File: src/rtl/mem_pkg.sv
// Shared constants, FSM state encoding and byte-lane helpers for the memory-access stage.
package mem_pkg;

    localparam logic [1:0] SIZE_BYTE = 2'b00;
    localparam logic [1:0] SIZE_HALF = 2'b01;
    localparam logic [1:0] SIZE_WORD = 2'b10;

    typedef enum logic [1:0] {
        ST_IDLE = 2'b00,
        ST_BUSY = 2'b01,
        ST_RESP = 2'b10
    } mem_state_t;

    // Size code 2'b11 falls into the word case everywhere below.
    function automatic logic is_misaligned(input logic [1:0] size, input logic [1:0] addr_lo);
        logic bad;
        case (size)
            SIZE_BYTE: bad = 1'b0;
            SIZE_HALF: bad = addr_lo[0];
            default:   bad = (addr_lo != 2'b00);
        endcase
        return bad;
    endfunction

    function automatic logic [3:0] byte_enables(input logic [1:0] size, input logic [1:0] addr_lo);
        logic [3:0] be;
        case (size)
            SIZE_BYTE: be = 4'b0001 << addr_lo;
            SIZE_HALF: be = addr_lo[1] ? 4'b1100 : 4'b0011;
            default:   be = 4'b1111;
        endcase
        return be;
    endfunction

    function automatic logic [31:0] store_lanes(input logic [1:0] size, input logic [31:0] data);
        logic [31:0] lanes;
        case (size)
            SIZE_BYTE: lanes = {4{data[7:0]}};
            SIZE_HALF: lanes = {2{data[15:0]}};
            default:   lanes = data;
        endcase
        return lanes;
    endfunction

    function automatic logic [7:0] select_byte(input logic [31:0] word, input logic [1:0] addr_lo);
        logic [7:0] lane;
        case (addr_lo)
            2'd0:    lane = word[7:0];
            2'd1:    lane = word[15:8];
            2'd2:    lane = word[23:16];
            default: lane = word[31:24];
        endcase
        return lane;
    endfunction

    function automatic logic [15:0] select_half(input logic [31:0] word, input logic upper);
        return upper ? word[31:16] : word[15:0];
    endfunction

endpackage

File: src/rtl/load_align.sv
// Picks the addressed lane out of a little-endian read word and sign/zero extends it.
module load_align
    import mem_pkg::*;
(
    input  logic [31:0] rdata,
    input  logic [1:0]  addr_lo,
    input  logic [1:0]  size,
    input  logic        is_unsigned,
    output logic [31:0] value
);

    logic [7:0]  byte_lane;
    logic [15:0] half_lane;

    always_comb begin
        byte_lane = select_byte(rdata, addr_lo);
        half_lane = select_half(rdata, addr_lo[1]);
        case (size)
            SIZE_BYTE: value = is_unsigned ? {24'h0, byte_lane} : {{24{byte_lane[7]}}, byte_lane};
            SIZE_HALF: value = is_unsigned ? {16'h0, half_lane} : {{16{half_lane[15]}}, half_lane};
            default:   value = rdata;
        endcase
    end

endmodule

File: src/rtl/mem_access.sv
// Memory stage: one bus transaction per load/store, aligned load writeback, ALU pass-through.
// Holds the front end via o_stall while a transaction is outstanding.
module mem_access
    import mem_pkg::*;
#(
    parameter int TIMEOUT = 255
) (
    input  logic        i_clk,
    input  logic        i_rst,
    input  logic        i_valid,
    input  logic        i_memRead,
    input  logic        i_memWrite,
    input  logic [1:0]  i_size,
    input  logic        i_unsigned,
    input  logic [31:0] i_ALUres,
    input  logic [31:0] i_op2,
    output logic        o_stall,
    output logic        o_mem_req,
    output logic        o_mem_we,
    output logic [31:0] o_mem_addr,
    output logic [3:0]  o_mem_be,
    output logic [31:0] o_mem_wdata,
    input  logic        i_mem_ack,
    input  logic [31:0] i_mem_rdata,
    output logic        o_wb_valid,
    output logic [31:0] o_wb_data,
    output logic        o_misalign,
    output logic        o_bus_err
);

    // Timer counts completed BUSY cycles; it only ever needs to reach TIMEOUT-1.
    localparam int TW = (TIMEOUT > 1) ? $clog2(TIMEOUT) : 1;
    localparam logic [TW-1:0] TIMER_LAST = TW'((TIMEOUT > 0) ? TIMEOUT - 1 : 0);

    mem_state_t    state;
    logic [TW-1:0] timer;
    logic [1:0]    addr_lo_q;
    logic [1:0]    size_q;
    logic          unsigned_q;
    logic          load_q;

    logic          mem_op;
    logic          misaligned;
    logic          idle_take;
    logic          accept_alu;
    logic          accept_mem;
    logic          reject;
    logic          timed_out;
    logic [31:0]   load_value;

    always_comb begin
        mem_op     = i_memRead | i_memWrite;
        misaligned = is_misaligned(i_size, i_ALUres[1:0]);
        idle_take  = (state == ST_IDLE) && i_valid;
        accept_alu = idle_take && !mem_op;
        reject     = idle_take && mem_op && misaligned;
        accept_mem = idle_take && mem_op && !misaligned;
        timed_out  = (TIMEOUT != 0) && (timer == TIMER_LAST);
        o_stall    = accept_mem || (state == ST_BUSY);
    end

    load_align u_load_align (
        .rdata       (i_mem_rdata),
        .addr_lo     (addr_lo_q),
        .size        (size_q),
        .is_unsigned (unsigned_q),
        .value       (load_value)
    );

    // Ack is tested before the timeout so a response on the last allowed cycle still completes.
    always_ff @(posedge i_clk or posedge i_rst) begin
        if (i_rst) begin
            state       <= ST_IDLE;
            timer       <= '0;
            addr_lo_q   <= 2'b00;
            size_q      <= SIZE_BYTE;
            unsigned_q  <= 1'b0;
            load_q      <= 1'b0;
            o_mem_req   <= 1'b0;
            o_mem_we    <= 1'b0;
            o_mem_addr  <= 32'h0;
            o_mem_be    <= 4'h0;
            o_mem_wdata <= 32'h0;
            o_wb_valid  <= 1'b0;
            o_wb_data   <= 32'h0;
            o_misalign  <= 1'b0;
            o_bus_err   <= 1'b0;
        end else begin
            o_wb_valid <= 1'b0;
            o_misalign <= 1'b0;
            o_bus_err  <= 1'b0;
            case (state)
                ST_IDLE: begin
                    if (accept_alu) begin
                        o_wb_data  <= i_ALUres;
                        o_wb_valid <= 1'b1;
                    end else if (reject) begin
                        o_misalign <= 1'b1;
                    end else if (accept_mem) begin
                        addr_lo_q   <= i_ALUres[1:0];
                        size_q      <= i_size;
                        unsigned_q  <= i_unsigned;
                        load_q      <= i_memRead;
                        timer       <= '0;
                        o_mem_req   <= 1'b1;
                        o_mem_we    <= i_memWrite;
                        o_mem_addr  <= {i_ALUres[31:2], 2'b00};
                        o_mem_be    <= byte_enables(i_size, i_ALUres[1:0]);
                        o_mem_wdata <= store_lanes(i_size, i_op2);
                        state       <= ST_BUSY;
                    end
                end
                ST_BUSY: begin
                    if (i_mem_ack) begin
                        o_mem_req  <= 1'b0;
                        o_mem_we   <= 1'b0;
                        o_wb_data  <= load_q ? load_value : 32'h0;
                        o_wb_valid <= 1'b1;
                        state      <= ST_RESP;
                    end else if (timed_out) begin
                        o_mem_req <= 1'b0;
                        o_mem_we  <= 1'b0;
                        o_bus_err <= 1'b1;
                        state     <= ST_IDLE;
                    end else begin
                        timer <= timer + 1'b1;
                    end
                end
                ST_RESP: begin
                    state <= ST_IDLE;
                end
                default: begin
                    state <= ST_IDLE;
                end
            endcase
        end
    end

endmodule
File: config.mk
export PLATFORM = sky130hd
export DESIGN_NAME = mem_access
export DESIGN_NICKNAME = d
export VERILOG_FILES = /design/src/rtl/mem_pkg.sv /design/src/rtl/load_align.sv /design/src/rtl/mem_access.sv
export SDC_FILE = /design/constraint.sdc
export NUM_CORES = 1
export LEC_CHECK = 0
export CORE_MARGIN = 2
export CORE_UTILIZATION = 30
export DETAILED_ROUTE_END_ITERATION = 8
export HOLD_SLACK_MARGIN = 0.15
export PLACE_DENSITY_LB_ADDON = 0.3
export SKIP_LAST_GASP = 1
export SYNTH_ARGS = -nofsm -noshare
export SYNTH_HDL_FRONTEND = slang
export SYNTH_SLANG_ARGS = --single-unit
File: constraint.sdc
create_clock -name i_clk -period 5.7 [get_ports i_clk]
set_input_delay 1.71 -clock i_clk [delete_from_list [all_inputs] [get_ports i_clk]]
set_output_delay 1.71 -clock i_clk [all_outputs]
set_load 0.02 [all_outputs]
==> metrics.yaml, run 1 <==
p_switching_mw: 1.32
antenna_found_initial: 0
holdBufCountCts: 0
place_ws_ps: 398
final_cell_mix: "208 x clkdlybuf4s50_1, 171 x nand2_1, 119 x dfrtp_1, 43 x a21oi_1, 39 x o21ai_0"
path_max_fanout: 2
via_count: 5516
timing.fmax_mhz: 189
port_buffers: 208
ys_ff_latch: 119
die_h_um: 144
final-hold-violation-count: 0
rows: 51
status: "finished, final reports clean"
setup_tns_ps: 0
htreeDepth: 4
grt_max_degree: 78
setup_violations: 0
multi_input_area_um2: 2640
irDropWorstVdd_uv: 224
r2r_cells: 4
combPwrFrac_pct: 37.8
crit_arrival_ps: 3580
max_slew_margin_pct: 13.2
power.total_mw: 3.76
drtAntennaViolNets: 0
via_per_inst: 4.96
cts_tree: "built"
worstMarginPinSlew_ps: 1290
rsz0062_at_grt: "false"
synth_edf_count: 0
routed_wl_um: 19700
met2_usage_pct: 31.2
top_usage_layer: "met2"
clkTransAtPathRegs_ps: 50
pwr_density_cell_nw_per_um2: 430
grt_use_met3_pct: 6.06
dpl.hpwl_um: 13900
first_pass_iters: 4
synthArstFlopShare_pct: 100
power_frac_clock_pct: 27.7
syn-cell-area_um2: 5850
ys_seq_area_share_pct: 50.9
crit_path_end_kind: "output port"
fp.dieW_um: 144
overflow: 0
max_cap_viol_count: 0
clock_latency_ps: 420
use_met1_pct: 25.3
fp.dieArea_um2: 20600
track_usage_pct: 19.4
whs_path_depth: 2
syn_to_final_growth_pct: 49.2
finalWorstSetupSlack_ps: 414
hold_class: "flip-flop to flip-flop"
final_nets: 943
period_needed_ps: 5290
p_leak_nw: 3.73
drc: 0
first_global_vias: 5288
startpoint_type: "primary input"
seqPwrFrac_pct: 34.4
grt_pass1_wl_um: 30400
postSynthCellCount: 642
cts_buffers: 17
final_common_cell: "clkdlybuf4s50_1"
swShare_pct: 35.2
drive_gt1_share_pct: 6.61
core_area_um2: 19300
critical_path_class: "primary input to output port"
clockRootBuffer: "clkbuf_16"
synthFlopType: "dfrtp_1"
postCtsSetupBuffers: 0
start_util_pct: 30.3
clockBufferDepth: 2
internal_power_mw: 2.44
finalCritPeriodShare_pct: 92.7
io_pins: 211
wl_per_cell_um: 17.7
cts.sinks: 119
skew_ps: 10.6
cts_resized: 0
drv_slew: 0
antenna_cells: 0
avgSynthCellArea_um2: 9.12
layout.area.seq_um2: 2980
gp_congestion: 0.788
cp.required_ps: 3990
yosysWarnings: 0
fillers: 1893
drt_iter0_drc: 339
ys_types: 55
worst max-delay path, cell delays in order:
cell and delay [ps]:
clkdlybuf4s50_1 510, nor3b_1 260, and4_2 270, nor2_1 40, nor2_1 110, clkdlybuf4s50_1 670
state kept, by name, indices dropped and copies added, names as in the netlist:
register     count
o_wb_data       32
unsigned_q       1
o_mem_wdata     32
o_mem_req        1
o_bus_err        1
timer            8
state            2
o_mem_we         1
o_mem_addr      30
size_q           2
load_q           1
o_mem_be         4
o_misalign       1
o_wb_valid       1
addr_lo_q        2
metrics by stage:
step | std cells | instance area [um2] | util [%] | hold WS (ps)
2_1_floorplan | 643 | 5860 | - | 446
3_3_place_gp | 1082 | 8170 | 42.3 | 457
3_5_place_dp | 1082 | 8170 | 42.3 | 461
4_1_cts | 1112 | 8730 | 45.2 | 476
5_1_grt | 1112 | 8730 | 45.2 | 488
6_report | 1112 | 8730 | 45.2 | 468
synth_stat cells, drive strengths merged (2+ instances only):
| master | instances | share of area (%) |
|---|---|---|
| o31ai | 4 | 0.51 |
| o211ai | 19 | 2.4 |
| xor2 | 2 | 0.30 |
| o32ai | 6 | 0.90 |
| clkinv | 2 | 0.21 |
| mux2 | 7 | 1.3 |
| o221ai | 2 | 0.30 |
| or2 | 3 | 0.32 |
| buf | 13 | 1.5 |
| a21oi | 43 | 3.7 |
| clkbuf | 33 | 2.1 |
| mux2i | 26 | 4.4 |
| nor2b | 4 | 0.43 |
| nand2 | 171 | 11 |
| nor3 | 3 | 0.26 |
| a311oi | 6 | 0.90 |
| inv | 6 | 0.38 |
| or4 | 2 | 0.26 |
| nand4 | 2 | 0.21 |
| a31oi | 7 | 0.75 |
| or3 | 7 | 0.75 |
| o21ai | 39 | 3.3 |
| nand3 | 9 | 0.77 |
| dfrtp | 119 | 51 |
| and3 | 2 | 0.21 |
| ha | 2 | 0.43 |
| nor3b | 18 | 2.3 |
| o22ai | 7 | 0.75 |
| a211o | 2 | 0.30 |
| a21o | 5 | 0.64 |
| o21a | 2 | 0.26 |
| nand2b | 2 | 0.21 |
| a22oi | 16 | 2.1 |
| nor2 | 34 | 2.2 |
cell families (layout without fill, tap and decap cells):
kind of cell | count (synthesis) | count (layout) | synth area share [%]
compound gates | 166 | 166 | 18.1
xor+xnor | 3 | 3 | 0.449
fa+ha+maj | 2 | 2 | 0.427
buf+inv | 54 | 258 | 4.21
flops | 119 | 119 | 50.9
mux | 34 | 34 | 6.18
other cells | 1 | 2 | 0.0641
simple gates | 263 | 263 | 19.7
power by group through the flow:
stage | Combinational (mW) | Sequential (mW) | Clock [mW]
finish | 1.42 | 1.29 | 1.04
CTS | 1.43 | 1.30 | 1.06
global placement | 1.42 | 1.30 | 0
detailed placement | 1.43 | 1.30 | 0
floorplan | 0.455 | 1.56 | 0
global route | 1.53 | 1.33 | 1.11
layer usage:
metal / vias to the layer above / share of wire [%]
met3: 21 / 8.3
met2: 224 / 46
met4: 0 / 1.1
met5: - / 0
met1: 2620 / 44
li1: 2651 / -
worst paths after layout:
check / start / endpoint / slack [ps]
hold / removal: o_mem_addr[14] / o_mem_addr[14] / 470
min in group asynchronous: i_rst / o_mem_addr[24] / 1810
max in group asynchronous: i_rst / o_mem_addr[4] / 3070
hold reg to reg: o_mem_addr[14] / o_mem_addr[14] / 470
setup reg to reg: state[0] / o_wb_data[19] / 2790
setup / recovery: i_valid / o_stall / 410
area by class of cell:
type,instances,share of cell area [%]
timing repair buffer,220,25.0
tap,265,3.80
multi-input combinational,470,30.2
sequential,119,34.1
clock inverter,9,1.17
clock buffer,21,5.27
inverter,8,0.430
Note: power is estimated with default switching activity, not from simulation.
==> run 2: changes to the inputs <==
CORE_UTILIZATION = 45   (was 30)
CTS_CLUSTER_DIAMETER = 40   (was not set)
SLEW_MARGIN = 10   (was not set)
==> run 2 against run 1 <==
Critical path depth did not move; largest cell class unchanged; power rose by 1.6%; non-clock buffer count fell by 1; routed wire length fell by 5.0%; first-iteration DRC count rose by 5.6%; final cell count fell by 8.3%; register-to-register slack improved by 90 ps; cell area fell by 1.1%; sequential power barely moved.
==> metrics.yaml, run 2 (synthesized netlist as in run 1, its figures left out) <==
timing.fmax_mhz: 184
drt-met1-wl_um: 7600
hold_class: "flip-flop to flip-flop"
setup_violations: 0
max_slew_margin_pct: 24.1
cp.required_ps: 3990
final-hold-violation-count: 0
p_switching_mw: 1.32
antenna_found_initial: 0
cts_resized: 0
highest_layer: "met4"
crit_arrival_ps: 3720
cts_buffers: 17
dr_wl_met2_um: 9290
grt_pass1_wl_um: 30800
routed_wl_um: 18700
power.total_mw: 3.82
max_cap_viol_count: 0
seqPwrFrac_pct: 33.9
finalCritPeriodShare_pct: 95.2
final_common_cell: "clkdlybuf4s50_1"
wl_per_cell_um: 18.3
io_pins: 211
clkTransAtPathRegs_ps: 50
via_per_inst: 5.61
skew_ps: 4.82
drtAntennaViolNets: 0
critical_path_class: "primary input to output port"
gp_congestion: 0.864
fp.dieArea_um2: 13900
swShare_pct: 34.6
drt_iter0_drc: 358
port_buffers: 208
internal_power_mw: 2.49
crit_path_end_kind: "output port"
rr_startpoint: "state[0]"
cts.sinks: 119
htreeDepth: 4
hold_path_startpoint: "o_mem_addr[13]"
power_frac_clock_pct: 28.6
combPwrFrac_pct: 37.5
status: "finished, final reports clean"
antenna_cells: 0
p_leak_nw: 3.74
holdBufCountCts: 0
r2r_cells: 6
drc: 0
whs_path_depth: 2
via_count: 5722
r2r-end: "o_wb_data[11]"
wl_met3_um: 1410
finalWorstSetupSlack_ps: 274
die_h_um: 118
syn_to_final_growth_pct: 47.5
postCtsSetupBuffers: 0
clock_latency_ps: 420
overflow: 0
rsz0062_at_grt: "false"
start_util_pct: 46.2
period_needed_ps: 5430
first_pass_iters: 5
final_nets: 942
startpoint_type: "primary input"
largestRegisters: "o_mem_wdata: 32 flops, o_wb_data: 32 flops, o_mem_addr: 30 flops"
place_ws_ps: 290
setup_tns_ps: 0
drive_gt1_share_pct: 6.60
clockRootBuffer: "clkbuf_16"
min_to: "o_mem_addr[13]"
pwr_density_cell_nw_per_um2: 442
grt_max_degree: 75
final_cell_mix: "208 x clkdlybuf4s50_1, 171 x nand2_1, 119 x dfrtp_1, 43 x a21oi_1, 39 x o21ai_0"
cts_tree: "built"
core_area_um2: 12700
clockBufferDepth: 2
drv_slew: 0
worstMarginPinSlew_ps: 1140
irDropWorstVdd_uv: 245
path_max_fanout: 4
first_global_vias: 5848
regToRegSetupSlack_ps: 2880
rows: 41
dpl.hpwl_um: 13300
track_usage_pct: 27.7
fp.dieW_um: 118
-- run 2: cell count changes in the layout (fill, tap and decap cells not counted) --
cell        previous run  this run
clkinvlp_4             3         1
clkinv_2               4         5
buf_12                 1         0
clkbuf_8               2         3
clkbuf_1               2         3
bufinv_16              2         3
-- run 2: area by class of cell --
cell class | instances | area (um2)
multi-input cells | 470 | 2640
well taps | 172 | 215
repair buffers | 219 | 2160
fillers | 1022 | 4040
clock inverters | 9 | 123
clock buffers | 23 | 478
inverters | 8 | 37.5
flip-flops and latches | 119 | 2980
-- run 2: how the worst max path moves through the flow --
stage               from           end  slack [ps]  cells past startpoint
6_report         i_valid       o_stall         270                      6
5_1_grt        i_size[0]       o_stall         120                      6
4_1_cts        i_size[0]       o_stall         280                      6
3_5_place_dp   i_size[0]       o_stall         290                      6
3_3_place_gp     i_valid       o_stall         320                      6
2_1_floorplan      i_rst  addr_lo_q[0]         830                      1
-- run 2: metrics by stage --
stage / area (um2) / util (%) / cells / hold WS, ps
global route: 8630 / 68.1 / 1020 / 497
finish: 8630 / 68.1 / 1020 / 472
floorplan: 5860 / - / 643 / 446
detailed placement: 8030 / 63.4 / 988 / 461
CTS: 8630 / 68.1 / 1020 / 475
global placement: 8030 / 63.4 / 988 / 456
-- run 2: power by group through the flow --
stage / clock network (mW) / registers, mW / logic, mW
4_1_cts: 1.10 / 1.29 / 1.44
3_3_place_gp: 0 / 1.29 / 1.40
3_5_place_dp: 0 / 1.30 / 1.43
2_1_floorplan: 0 / 1.56 / 0.455
6_report: 1.09 / 1.30 / 1.43
5_1_grt: 1.14 / 1.33 / 1.54
-- run 2: metal layers --
metal  vias to the layer above  GRT usage, %
li1                       2643             -
met2                       256          46.3
met3                        32          7.66
met4                         0          9.49
met1                      2791          34.7
met5                         -             0
-- run 2: critical path, stage by stage --
cell             delay (ps)
clkdlybuf4s50_1         510
nor3b_1                 390
and4_2                  300
nor2_1                   40
nor2_1                   80
clkdlybuf4s50_1         670
==> RTL edit 1 (settings of run 1) <==
Set the parameter `TIMEOUT` to 510 (it was 255).
--- a/src/rtl/mem_access.sv
+++ b/src/rtl/mem_access.sv
@@ -4,5 +4,5 @@
     import mem_pkg::*;
 #(
-    parameter int TIMEOUT = 255
+    parameter int TIMEOUT = 510
 ) (
     input  logic        i_clk,
Check against the original RTL: no difference found for any inputs over 4 cycles, from zero or initial values and one cycle with i_rst high; that may be too few to reach the edited logic, so the function may still have changed.
==> RTL edit 1 against run 1 <==
Sequential power increased by 19%; power increased by 30%; final area increased by 3.8%; sequential cell count increased by 1; area after synthesis increased by 5.5%; global-route usage decreased by 1.6 points; clock skew decreased by 0.0033 ns; worst setup slack improved by 0.26 ns; routed wire length decreased by 2.2%; core utilization decreased by 0.35 points.
==> RTL edit 1: results <==
group,metric,value,unit
status,status,"complete, no violations",
cells_and_area,biggestCellCategory,"sequential cells",
clock_tree,clock_network_latency_to_the_later_pin_of_the_worst_skew_pair,0.41,ns
cells_and_area,drive_gt1_frac,0.120,
worst_setup_path,timing.critical_path.fanout_max,4,
power_and_ir_drop,comb-power,2.18,mW
place,detailedPlacementHpwl,13600,um
worst_hold_path,hold-path-endpoint,"o_mem_req",
yosys,async_flop_share,1.00,
power_and_ir_drop,power.clock.fraction,0.237,
cells_and_area,finalNetCount,886,
cells_and_area,multiInputCombCellCount,409,
cells_and_area,number_of_sequential_cells_in_the_layout,120,
power_and_ir_drop,static-leakage-power,3.73,nW
grt,track_usage,0.178,
grt,wire_length_of_the_first_global_routing_pass,30300,um
yosys,yosys.area_share.adder,0.00405,
worst_setup_path,timing.critical_path.arrival,3.31,ns
worst_setup_path,ff2ff_setup_slack,2.63,ns
yosys,yosys.area_share.xor_xnor,0.00425,
sta,slew_headroom,0.213,
detailed_routing,drt-initial-drc-count,243,
worst_setup_path,cpPeakStageDelay,0.59,ns
cells_and_area,num-nonclk-inverters,13,
worst_hold_path,hold-path-cell-count,1,
cells_and_area,seq_area_frac,0.331,
grt,first_global_vias,5301,
worst_setup_path,rr_endpoint,"o_wb_data[9]",
cells_and_area,multi_input_area_share,0.316,
yosys,synth.area.mux_share,0.160,
cells_and_area,num-nonclk-buffers,218,
cells_and_area,filler_cell_count,1960,
power_and_ir_drop,peakVddDrop,0.000225,V
power_and_ir_drop,internal_power,3.05,mW
yosys,yosys.cell_types.count,54,
yosys,synth_compound_area_frac,0.138,
yosys,part_of_the_yosys_area_used_for_sequential_elements,0.486,
place,gpl.final_weighted_congestion,0.789,
worst_setup_path,crit_path_launch,"i_size[1]",
sta,hold_viol_final,0,
yosys,netlist_top_cells_area,"dfrtp_1 (49%), mux2_2 (8.2%), mux2i_1 (7.5%), nor2b_1 (3.8%), a21oi_1 (3.7%)",
cells_and_area,clock_buffer_count,20,
worst_hold_path,hold_path_origin,"o_mem_req",
clock_tree,clock-root-buffer,"clkbuf_16",
cells_and_area,largest_registers,"o_mem_wdata (32), o_wb_data (32), o_mem_addr (30)",
yosys,yosys-top-cells-count,"dfrtp_1 (120), nand2_1 (50), a21oi_1 (46), mux2i_1 (46), mux2_2 (45)",
grt,grt_max_degree,84,
worst_setup_path,endpoint,"o_stall",
clock_tree,max-clock-path-buffers,2,
clock_tree,cts_made_buffers,17,
cells_and_area,area_share_of_buffers_outside_the_clock_network,0.239,
detailed_routing,detail_route.wirelength,19200,um
sta,clock_skew,0.00726,ns
cells_and_area,clock_area_frac,0.0694,
detailed_routing,mean_number_of_vias_per_cell,4.94,
## RTL edit 1: cell count changes in the layout (fill, tap and decap cells not counted), moves of 9 or more
cell      before  now
nor2b_1        4   38
o31ai_1        4   16
nor4b_1        0   17
mux2i_1       26   46
mux2_2         7   45
nor3b_1       18    1
nand2b_1       2   11
nand2_1      171   50
a22oi_1       16    0
o211ai_1      19    1
## RTL edit 1: metrics by stage
stage	area, um2	power [mW]	hold WS (ns)	worst slack (ns)	cells
finish	9070	4.88	0.478	0.679	1062
detailed placement	8440	3.74	0.471	0.668	1030
floorplan	6180	2.74	0.471	0.804	589
CTS	9070	4.93	0.484	0.666	1062
global placement	8440	3.72	0.462	0.665	1030
global route	9070	5.16	0.505	0.553	1062
## RTL edit 1: routing by layer
metal | GRT usage | vias to the layer above | share of wire
li1 | - | 2497 | -
met1 | 0.236 | 2530 | 0.46
met2 | 0.283 | 197 | 0.46
met3 | 0.0608 | 18 | 0.077
met4 | 0.0433 | 0 | 0.011
met5 | 0 | - | 0
==> RTL edit 2 (settings of run 1) <==
Made on the original files. The 3 states of `mem_state_t` get a one-hot encoding in 3 bits.
--- a/src/rtl/mem_pkg.sv
+++ b/src/rtl/mem_pkg.sv
@@ -6,8 +6,8 @@
     localparam logic [1:0] SIZE_WORD = 2'b10;
 
-    typedef enum logic [1:0] {
-        ST_IDLE = 2'b00,
-        ST_BUSY = 2'b01,
-        ST_RESP = 2'b10
+    typedef enum logic [2:0] {
+        ST_IDLE = 3'b001,
+        ST_BUSY = 3'b010,
+        ST_RESP = 3'b100
     } mem_state_t;
 
Formal check against the unedited RTL: same outputs for any inputs over 4 cycles, from zero or initial values and one cycle with i_rst high; so few cycles prove little.
==> RTL edit 2 against run 1 <==
Final area up 1.5%; register-to-register slack better by 0.37 ns; first-iteration DRC count down 16%; routed wire length down 2.5%; worst setup slack better by 0.041 ns; sequential share of layout area down 0.22 points; area after synthesis up 0.66%; power down 4.1%; sequential cell count up 1.
==> RTL edit 2: results <==
group,metric,value,unit
status,status,"complete, no violations",
sta,worst_slew_pin_slew,0.991,ns
power_and_ir_drop,static-leakage-power,3.82,nW
detailed_routing,drt-initial-drc-count,286,
grt,first_global_vias,5337,
place,placedCellCount,1085,
yosys,netlist_top_cells_area,"dfrtp_1 (51%), nand2_1 (12%), mux2i_1 (4.8%), o211ai_1 (3.3%), a21oi_1 (3.1%)",
worst_setup_path,crit-reg2reg-launch,"state[0]",
grt,grt_max_degree,80,
worst_hold_path,hold_path_origin,"o_mem_addr[7]",
detailed_routing,mean_number_of_vias_per_cell,4.78,
worst_setup_path,cpPeakStageDelay,0.63,ns
worst_hold_path,hold-path-endpoint,"o_mem_addr[7]",
worst_setup_path,rr_endpoint,"o_wb_data[27]",
worst_setup_path,ff2ff_setup_slack,3.16,ns
power_and_ir_drop,total_switching_power,1.18,mW
sta,post_route_hold_slack,0.469,ns
yosys,yosys-top-cells-count,"nand2_1 (188), dfrtp_1 (119), nor2_1 (38), a21oi_1 (36), o21ai_0 (33)",
sta,clock_skew,0.00978,ns
worst_setup_path,reg2reg_depth,8,
yosys,syn_area_per_cell,9.15,um2
place,gpl.final_weighted_congestion,0.813,
detailed_routing,post_drt_wl_per_cell,17.2,um
cells_and_area,finalNetCount,946,
grt,track_usage,0.188,
place,minimum_setup_slack_after_placement,0.474,ns
place,place_area,0.00820,mm2
detailed_routing,detail_route.wirelength,19200,um
cells_and_area,drive_gt1_frac,0.0892,
yosys,yosys.cell_types.count,55,
worst_setup_path,timing.critical_path.fanout_max,6,
power_and_ir_drop,peakVddDrop,0.000240,V
grt,wire_length_of_the_first_global_routing_pass,29900,um
place,detailedPlacementHpwl,13800,um
cells_and_area,diodes,0,
RTL edit 2: cell count changes after synthesis, moves of 9 or more:
cell and delta:
a22oi_1 -16, buf_2 +9, nand2_1 +17, nand3_1 +18, nor3b_1 -18, o211ai_2 +10
RTL edit 2: how the worst max path moves through the flow:
stage | depth (start not counted) | endpoint | slack, ns | start
after floorplan | 1 | addr_lo_q[0] | 0.81 | i_rst
after global placement | 5 | o_stall | 0.49 | i_ALUres[1]
after detailed placement | 5 | o_stall | 0.47 | i_ALUres[1]
after CTS | 5 | o_stall | 0.45 | i_ALUres[1]
after global routing | 5 | o_stall | 0.35 | i_ALUres[1]
final | 5 | o_stall | 0.46 | i_ALUres[1]
RTL edit 2: power by group through the flow:
stage	logic, mW	clock network (mW)	registers [mW]
after global placement	1.19	0	1.20
after detailed placement	1.19	0	1.20
after global routing	1.28	1.28	1.22
after floorplan	0.388	0	1.42
after CTS	1.20	1.25	1.19
final	1.19	1.22	1.19
RTL edit 2: cell families after synthesis:
group | Yosys count | synth area share
xor gates and xnor gates | 2 | 0.00297
adders and majority gates | 2 | 0.00425
buffers and inverters | 53 | 0.0412
AOI/OAI and AO/OA | 138 | 0.157
DFF | 120 | 0.510
muxes | 36 | 0.0648
other | 1 | 0.000636
and+or+nand+nor | 292 | 0.219
RTL edit 2: cell type report:
type	count	area [um2]
inverter	8	33.8
tap	265	332
clock buffer	19	453
multi-input combinational	472	2660
fill	1909	10500
sequential	120	3000
timing repair buffer	220	2170
clock inverter	13	216
RTL edit 2: layer usage:
metal	track usage	vias up	wire (um)
met2	0.290	171	8850
met4	0.0720	0	442
li1	-	2617	-
met5	0	-	0
met1	0.253	2521	8540
met3	0.0520	29	1330
